--- src/rtl/if_stage_if.sv ---
// if_stage_if: groups the fetch stage's control, memory and IF/ID signals.
//   stall, flush, pcSrc, branchTarget : hazard/control inputs to the stage
//   instruction                       : word read combinationally from instruction memory
//   instructionAddress                : word address to instruction memory (pc[11:2])
//   pc                                : current fetch PC
//   ifid_instruction, ifid_pcPlus4,
//   ifid_valid                        : IF/ID pipeline register contents
//   fetchCount                        : count of real instructions latched into IF/ID
// Modports:
//   master : the environment side (control unit, hazard unit, instruction memory)
//   slave  : the fetch stage itself
interface if_stage_if;
  logic        stall;
  logic        flush;
  logic        pcSrc;
  logic [31:0] branchTarget;
  logic [31:0] instruction;
  logic [9:0]  instructionAddress;
  logic [31:0] pc;
  logic [31:0] ifid_instruction;
  logic [31:0] ifid_pcPlus4;
  logic        ifid_valid;
  logic [31:0] fetchCount;

  modport master (
    output stall, flush, pcSrc, branchTarget, instruction,
    input  instructionAddress, pc, ifid_instruction, ifid_pcPlus4, ifid_valid, fetchCount
  );

  modport slave (
    input  stall, flush, pcSrc, branchTarget, instruction,
    output instructionAddress, pc, ifid_instruction, ifid_pcPlus4, ifid_valid, fetchCount
  );
endinterface

--- src/rtl/if_stage.sv ---
// if_stage: instruction fetch stage with PC register and IF/ID pipeline register.
// Ports:
//   i_clk   : clock, all state updates on the rising edge
//   i_reset : synchronous active-high reset
//   bus     : if_stage_if.slave (control inputs, memory word in, IF/ID and PC out)
// Parameters:
//   RESET_PC : PC loaded on reset
//   NOP_WORD : bubble instruction placed in IF/ID on reset and flush
module if_stage #(
  parameter logic [31:0] RESET_PC = 32'h0000_0000,
  parameter logic [31:0] NOP_WORD = 32'h0000_0000
) (
  input  logic        i_clk,
  input  logic        i_reset,
  if_stage_if.slave   bus
);

  logic [31:0] r_pc;
  logic [31:0] r_ifid_instruction;
  logic [31:0] r_ifid_pc_plus4;
  logic        r_ifid_valid;
  logic [31:0] r_fetch_count;

  logic [31:0] w_pc_plus4;
  logic [31:0] w_pc_next;
  logic [31:0] w_ifid_instruction_next;
  logic [31:0] w_ifid_pc_plus4_next;
  logic        w_ifid_valid_next;
  logic [31:0] w_fetch_count_next;
  logic        w_load;

  // Redirect targets are word aligned; the low two target bits are dropped.
  logic w_unused_target_bits;
  assign w_unused_target_bits = ^bus.branchTarget[1:0];

  assign w_pc_plus4 = r_pc + 32'd4;

  always_comb begin
    w_pc_next               = r_pc;
    w_ifid_instruction_next = r_ifid_instruction;
    w_ifid_pc_plus4_next    = r_ifid_pc_plus4;
    w_ifid_valid_next       = r_ifid_valid;
    w_load                  = 1'b0;

    // A redirect wins over a stall so a taken branch is never lost.
    if (bus.pcSrc) begin
      w_pc_next = {bus.branchTarget[31:2], 2'b00};
    end else if (!bus.stall) begin
      w_pc_next = w_pc_plus4;
    end

    // Flush wins over stall: the squashed slot must become a bubble.
    if (bus.flush) begin
      w_ifid_instruction_next = NOP_WORD;
      w_ifid_pc_plus4_next    = 32'd0;
      w_ifid_valid_next       = 1'b0;
    end else if (!bus.stall) begin
      w_ifid_instruction_next = bus.instruction;
      w_ifid_pc_plus4_next    = w_pc_plus4;
      w_ifid_valid_next       = 1'b1;
      w_load                  = 1'b1;
    end

    w_fetch_count_next = w_load ? r_fetch_count + 32'd1 : r_fetch_count;
  end

  always_ff @(posedge i_clk) begin
    if (i_reset) begin
      r_pc               <= RESET_PC;
      r_ifid_instruction <= NOP_WORD;
      r_ifid_pc_plus4    <= 32'd0;
      r_ifid_valid       <= 1'b0;
      r_fetch_count      <= 32'd0;
    end else begin
      r_pc               <= w_pc_next;
      r_ifid_instruction <= w_ifid_instruction_next;
      r_ifid_pc_plus4    <= w_ifid_pc_plus4_next;
      r_ifid_valid       <= w_ifid_valid_next;
      r_fetch_count      <= w_fetch_count_next;
    end
  end

  // Memory holds 1024 words, so the word address wraps with pc[11:2].
  assign bus.instructionAddress = r_pc[11:2];
  assign bus.pc                 = r_pc;
  assign bus.ifid_instruction   = r_ifid_instruction;
  assign bus.ifid_pcPlus4       = r_ifid_pc_plus4;
  assign bus.ifid_valid         = r_ifid_valid;
  assign bus.fetchCount         = r_fetch_count;

endmodule

--- src/flat_wrapper.sv ---
// flat-port wrapper written by rule: the top's interface ports become plain ports
module if_stage_flat 
#(
  parameter logic [31:0] RESET_PC = 32'h0000_0000,
  parameter logic [31:0] NOP_WORD = 32'h0000_0000
)
  (i_clk, i_reset, bus_stall, bus_flush, bus_pcSrc, bus_branchTarget, bus_instruction, bus_instructionAddress, bus_pc, bus_ifid_instruction, bus_ifid_pcPlus4, bus_ifid_valid, bus_fetchCount);
  if_stage_if bus_i ();
  input  logic i_clk;
  input  logic i_reset;
  input wire logic [$bits(bus_i.stall)-1:0] bus_stall;
  input wire logic [$bits(bus_i.flush)-1:0] bus_flush;
  input wire logic [$bits(bus_i.pcSrc)-1:0] bus_pcSrc;
  input wire logic [$bits(bus_i.branchTarget)-1:0] bus_branchTarget;
  input wire logic [$bits(bus_i.instruction)-1:0] bus_instruction;
  output wire logic [$bits(bus_i.instructionAddress)-1:0] bus_instructionAddress;
  output wire logic [$bits(bus_i.pc)-1:0] bus_pc;
  output wire logic [$bits(bus_i.ifid_instruction)-1:0] bus_ifid_instruction;
  output wire logic [$bits(bus_i.ifid_pcPlus4)-1:0] bus_ifid_pcPlus4;
  output wire logic [$bits(bus_i.ifid_valid)-1:0] bus_ifid_valid;
  output wire logic [$bits(bus_i.fetchCount)-1:0] bus_fetchCount;
  assign bus_i.stall = bus_stall;
  assign bus_i.flush = bus_flush;
  assign bus_i.pcSrc = bus_pcSrc;
  assign bus_i.branchTarget = bus_branchTarget;
  assign bus_i.instruction = bus_instruction;
  assign bus_instructionAddress = bus_i.instructionAddress;
  assign bus_pc = bus_i.pc;
  assign bus_ifid_instruction = bus_i.ifid_instruction;
  assign bus_ifid_pcPlus4 = bus_i.ifid_pcPlus4;
  assign bus_ifid_valid = bus_i.ifid_valid;
  assign bus_fetchCount = bus_i.fetchCount;
  if_stage #(.RESET_PC(RESET_PC), .NOP_WORD(NOP_WORD)) u_core (.i_clk(i_clk), .i_reset(i_reset), .bus(bus_i));
endmodule
--- config.mk ---
export PLATFORM = sky130hd
export DESIGN_NAME = if_stage_flat
export DESIGN_NICKNAME = d
export VERILOG_FILES = /design/src/rtl/if_stage_if.sv /design/src/rtl/if_stage.sv /design/src/flat_wrapper.sv
export SDC_FILE = /design/constraint.sdc
export NUM_CORES = 1
export LEC_CHECK = 0
export CAP_MARGIN = 10
export CORE_ASPECT_RATIO = 0.9
export CORE_UTILIZATION = 45
export CTS_CLUSTER_SIZE = 25
export DETAILED_ROUTE_END_ITERATION = 16
export GPL_ROUTABILITY_DRIVEN = 1
export GPL_TIMING_DRIVEN = 0
export PLACE_DENSITY = 0.84
export SLEW_MARGIN = 0
export SYNTH_ARGS = -nofsm -noshare
export SYNTH_HDL_FRONTEND = slang
export SYNTH_SLANG_ARGS = --single-unit
export TNS_END_PERCENT = 100
--- constraint.sdc ---
create_clock -name i_clk -period 2.3 [get_ports i_clk]
set_clock_uncertainty 0.1 [all_clocks]
set_input_delay 0.575 -clock i_clk [delete_from_list [all_inputs] [get_ports i_clk]]
set_output_delay 0.575 -clock i_clk [all_outputs]
set_load 0.005 [all_outputs]
# ---- After elaboration in Yosys (flattened, before gate mapping)
# Cells that the tools add are included.
dict set report word_totals {
  latch_bits 0
  romBits 0
  reg_bits 129
  mem_bits_rw 0
  out_inout_bits 139
  word_cells 15
  inputBits 69
  n_memories 0
}
dict set report classes {
  n_eq_ne 1
  n_mul 0
  muxes 4
  n_reduce_logical 2
  n_lt_le_gt_ge 0
  n_bitwise 0
  n_addsub 2
  div 0
  shifts 0
}
# cell n
set op_table {}
lappend op_table {{two-way mux 32 bit} 2}
lappend op_table {{adder 32 x 1 -> 32 bit, second input constant} 1}
lappend op_table {{adder 32 x 3 -> 32 bit, second input constant} 1}
lappend op_table {{OR reduction 2 bit} 2}
lappend op_table {{two-way mux 1 bit} 2}
lappend op_table {{inequality test 2 x 1 -> 1 bit, second input constant} 1}

# ---- Longest topological paths before layout
dict set report logic_depth {
  depth_word 3
  mapped_depth 7
  mapped_depth_nobuf 6
}

# ---- Worst setup path after synthesis
# OpenSTA, ideal clock, no wires.
dict set report synth_timing {
  path_type {input -> register}
  startpoint {input port bus_stall}
  endpoint {register u_core.r_pc[19], in the netlist u_core.bus.pc[19]}
  t_arrival_ns 1.882
  path_buffers 1
  path_stages 5
  setup_slack_ns 0.228
  required_ns 2.109
  setup_time_ns 0.091
  cell_sequence {nand4b_1 -> or2_2 -> clkbuf_1 -> or3_1 -> a311oi_1}
}
dict set report synth_via {
  elab_chain_cells 1
}
# element line
set synth_rtl {}
lappend synth_rtl {{from (decl)} flat_wrapper.sv:11} ;# input wire logic [$bits(bus_i.stall)-1:0] bus_stall;
lappend synth_rtl {{inequality test 2 x 1 -> 1 bit (no line)} n/a}
lappend synth_rtl {{to (signal assigned)} if_stage.sv:75} ;# r_pc <= w_pc_next;
lappend synth_rtl {{to (decl)} if_stage.sv:18} ;# logic [31:0] r_pc;
# Every way passes these cells.
# A chain may end at the register's enable or synchronous reset.

# ---- Worst setup path after layout
dict set report layout_timing {
  startpoint {register u_core.r_pc[8], in the netlist u_core.bus.pc[8]}
  endpoint {output port bus_pc[8]}
}
# element line
set layout_lines {}
lappend layout_lines {{to (decl)} flat_wrapper.sv:17} ;# output wire logic [$bits(bus_i.pc)-1:0] bus_pc;
# No word-level cell between the ends.

==> key figures <==
Route
  – Router iterations before antenna repair: 5
  – Vias per cell: approximately 5.4
  – DRC Markers: 0
  – Final ANT Viol Nets: 0
  – Final WL: around 18 mm
  – Vias: 5,850
  – Routed WL per cell: 16.2 um
  – Initial drt markers: 403

Floorplan
  – Num rows: 38
  – Io pins: 208
  – Starting density of the core: 0.470
  – Die area: 0.0133 sq mm
  – Die Wd: 122 um
  – DIE HEIGHT: 110 um
  – Core area: 0.0123 sq mm

Finish
  – Reg area: around 0.0025 sq mm
  – Area growth from synthesis to layout: 52.6%
  – Nets: 990
  – Fraction of layout cells with a size suffix above 1: 0.102
  – Fillers: 891
  – Final non-filler cell total: between 1,000 and 1,500
  – # diodes: 0
  – Footprint of the multi-input gates: 0.00306 sq mm

CTS
  – Worst-path clk slew: 0.06 ns
  – CTS buffer count: 17
  – CTS tree: yes
  – Clock network latency to the later pin of the worst-skew pair: 0.41 ns
  – Clock tree buffer depth: 2
  – Clock sink count: between 100 and 150
  – Root Buffer: clkbuf_16
  – H-tree levels: 4

Worst hold path
  – Worst min path class: reg -> reg

GRT
  – GRT Resource Usage Total: 0.264
  – Initial antenna violation count: 0
  – Vias in the first global route: around 5,500
  – GRT Residual Overflow: 0
  – First-pass GRT wire length: about 27 mm
  – Largest net degree at the start of global routing: 17

Logic synthesis
  – Syn Area/Cell: 8.48 sq um
  – Sequential area share after synthesis: 0.432
  – Ys async rst share: 0
  – Prevailing post-synth register cell: dfxtp_1
  – Number of synthesized flops with an enable pin: 0
  – Mapped cell area: around 0.0058 sq mm
  – Flops & latches, synth: 125
  – Syn. warnings: 0
  – Post-synthesis cell type count: 43
  – Post-Synthesis Cells: roughly 680

STA
  – Final hold violation count: 0
  – Max Slew Vio Count: 0
  – RSZ-0062 raised after global routing: true
  – Relative slew slack: 0.533
  – Final worst-path cycle share: 0.981
  – Least-Margin Pin Slew: 0.701 ns
  – Final setup viols: 0
  – Crit path time final: between 2 and 2.5 ns
  – FMAX: 0.443 GHz
  – Setup ws final: 0.0435 ns

Placed design
  – DP HPWL: around 13 mm
  – Pre-CTS WS: -0.782 ns
  – Buffers on Ports: 201
  – GP Congestion: 0.919
  – Placed cell count: 1,047

Setup path
  – Setup crit start kind: flip-flop
  – Worst endpoint required time: about 1.6 ns
  – Setup CP Type: reg -> out
  – CP arrival: around 1.6 ns
  – Crit. End Element: output port
  – Maximum fanout along the worst path: 7

Job
  – Max Cap Viol: 0

Outcome
  – Run status: completed

Power and ir drop
  – Worst vdd ir: ~0.48 mV
  – PD cells: ~650 mW/mm^2
  – Pleak: 3.18 nW
==> cells in the final DEF, fill, tap and decap left out, drive strengths merged, types with 3 or more instances in the layout <==
master,synthesis,routed
clkdlybuf4s50,0,200
dfxtp,125,125
nor2,117,117
clkbuf,36,57
xnor2,47,47
buf,26,42
nand2,41,41
a21oi,39,39
mux2i,34,34
xor2,32,32
o21ai,29,29
nand3,28,28
nand4,22,22
a211oi,21,21
nor4,20,20
nor3,17,17
inv,12,12
and4,7,7
and3,5,5
or3,4,4
conb,1,4
bufinv,0,4
or2,4,4
and2,3,3
==> state kept, by name, summed over array words and instances, names as in the netlist <==
signal and count:
u_core.bus.fetchCount 32, u_core.bus.ifid_pcPlus4 30, u_core.bus.ifid_valid 1, u_core.bus.ifid_instruction 32, u_core.bus.pc 30
==> cell type report <==
type | instances | area share
tap | 160 | 0.0227
buffer | 61 | 0.0340
sequential | 125 | 0.284
timing repair buffer | 215 | 0.240
multi-input combinational | 487 | 0.347
clock inverter | 7 | 0.0156
inverter | 12 | 0.00510
clock buffer | 24 | 0.0523
==> timing repair <==
action / in CTS / in global routing
gates resized for setup: 15 / 16
hold buffers: 0 / 0
setup buffers: 6 / 8
pin swaps: 3 / 3
endpoints found under the setup margin: 67 / 75
==> power breakdown <==
part / internal [W] / leakage, nW / total [W] / switching [W]
Clock: 0.00183 / 0.288 / 0.00276 / 0.000930
Combinational: 0.000371 / 1.87 / 0.000641 / 0.000270
Sequential: 0.00224 / 1.02 / 0.00233 / 0.0000842
Total: 0.00445 / 3.18 / 0.00573 / 0.00128
==> stage by stage <==
| stage | instance area (sq um) | TNS [ns] | total power [W] | hold slack [ns] | util |
|---|---|---|---|---|---|
| after detailed placement | 8010 | -50.09 | 0.00299 | 0.339 | 0.651 |
| after floorplan | 5800 | 0 | 0.00263 | 0.347 | - |
| after CTS | 8720 | -0.232 | 0.00573 | 0.348 | 0.708 |
| after global placement | 8010 | -47.45 | 0.00299 | 0.337 | 0.651 |
| final | 8830 | 0 | 0.00573 | 0.349 | 0.717 |
| after global routing | 8830 | -0.0534 | 0.00592 | 0.398 | 0.717 |
==> worst paths after layout <==
kind	startpoint	to	slack [ns]	depth (start not counted)
min	u_core.bus.ifid_valid$_SDFFE_PP0N_	u_core.bus.ifid_valid$_SDFFE_PP0N_	0.35	2
min reg2reg	u_core.bus.ifid_valid$_SDFFE_PP0N_	u_core.bus.ifid_valid$_SDFFE_PP0N_	0.35	2
max	u_core.bus.pc[8]$_SDFFE_PP0P_	bus_pc[8]	0.04	2
max reg2reg	u_core.bus.pc[9]$_SDFFE_PP0P_	u_core.bus.pc[19]$_SDFFE_PP0P_	0.11	6
==> synth_stat cells, types with 2 or more instances <==
master    count  area share
a211oi_1     21       0.027
a21oi_1      39       0.034
and2_1        2      0.0022
and3_1        5      0.0054
and4_1        7       0.011
buf_1         5      0.0032
buf_2         7      0.0061
buf_4        14       0.018
clkbuf_1     35       0.023
dfxtp_1     125        0.43
ha_1          2      0.0043
inv_1        11      0.0071
mux2i_1      34       0.059
nand2_1      41       0.027
nand3_1      28       0.024
nand4_1      20       0.022
nor2_1      117       0.076
nor3_1       15       0.013
nor3_2        2      0.0035
nor4_1       17       0.018
nor4_2        3      0.0065
o21ai_0      29       0.025
or2_2         4      0.0043
or3_1         4      0.0043
xnor2_1      47       0.071
xor2_1       32       0.048
==> worst max-delay path, cell delays in order (launching register included) <==
cell	delay, ns
dfxtp_1	0.51
buf_4	0.17
clkdlybuf4s50_1	0.48
==> metal layers <==
metal	part of all wire	GRT usage	routed length [um]	vias up
li1	-	-	-	2800
met1	0.43	0.327	7530	2721
met2	0.46	0.431	8130	288
met3	0.087	0.0768	1540	41
met4	0.027	0.108	485	0
met5	0	0	0	-
==> cells by family (layout without fill, tap and decap cells) <==
group,count (synthesis),after routing,share of synthesized area
DFF,125,125,0.432
xor gates and xnor gates,79,79,0.120
muxes,34,34,0.0588
AOI/OAI and AO/OA,94,94,0.0938
adders and majority gates,2,2,0.00432
other,1,4,0.000648
buffers and inverters,74,319,0.0588
and+or+nand+nor,274,274,0.232
Note: power is estimated with default switching activity, not from simulation.
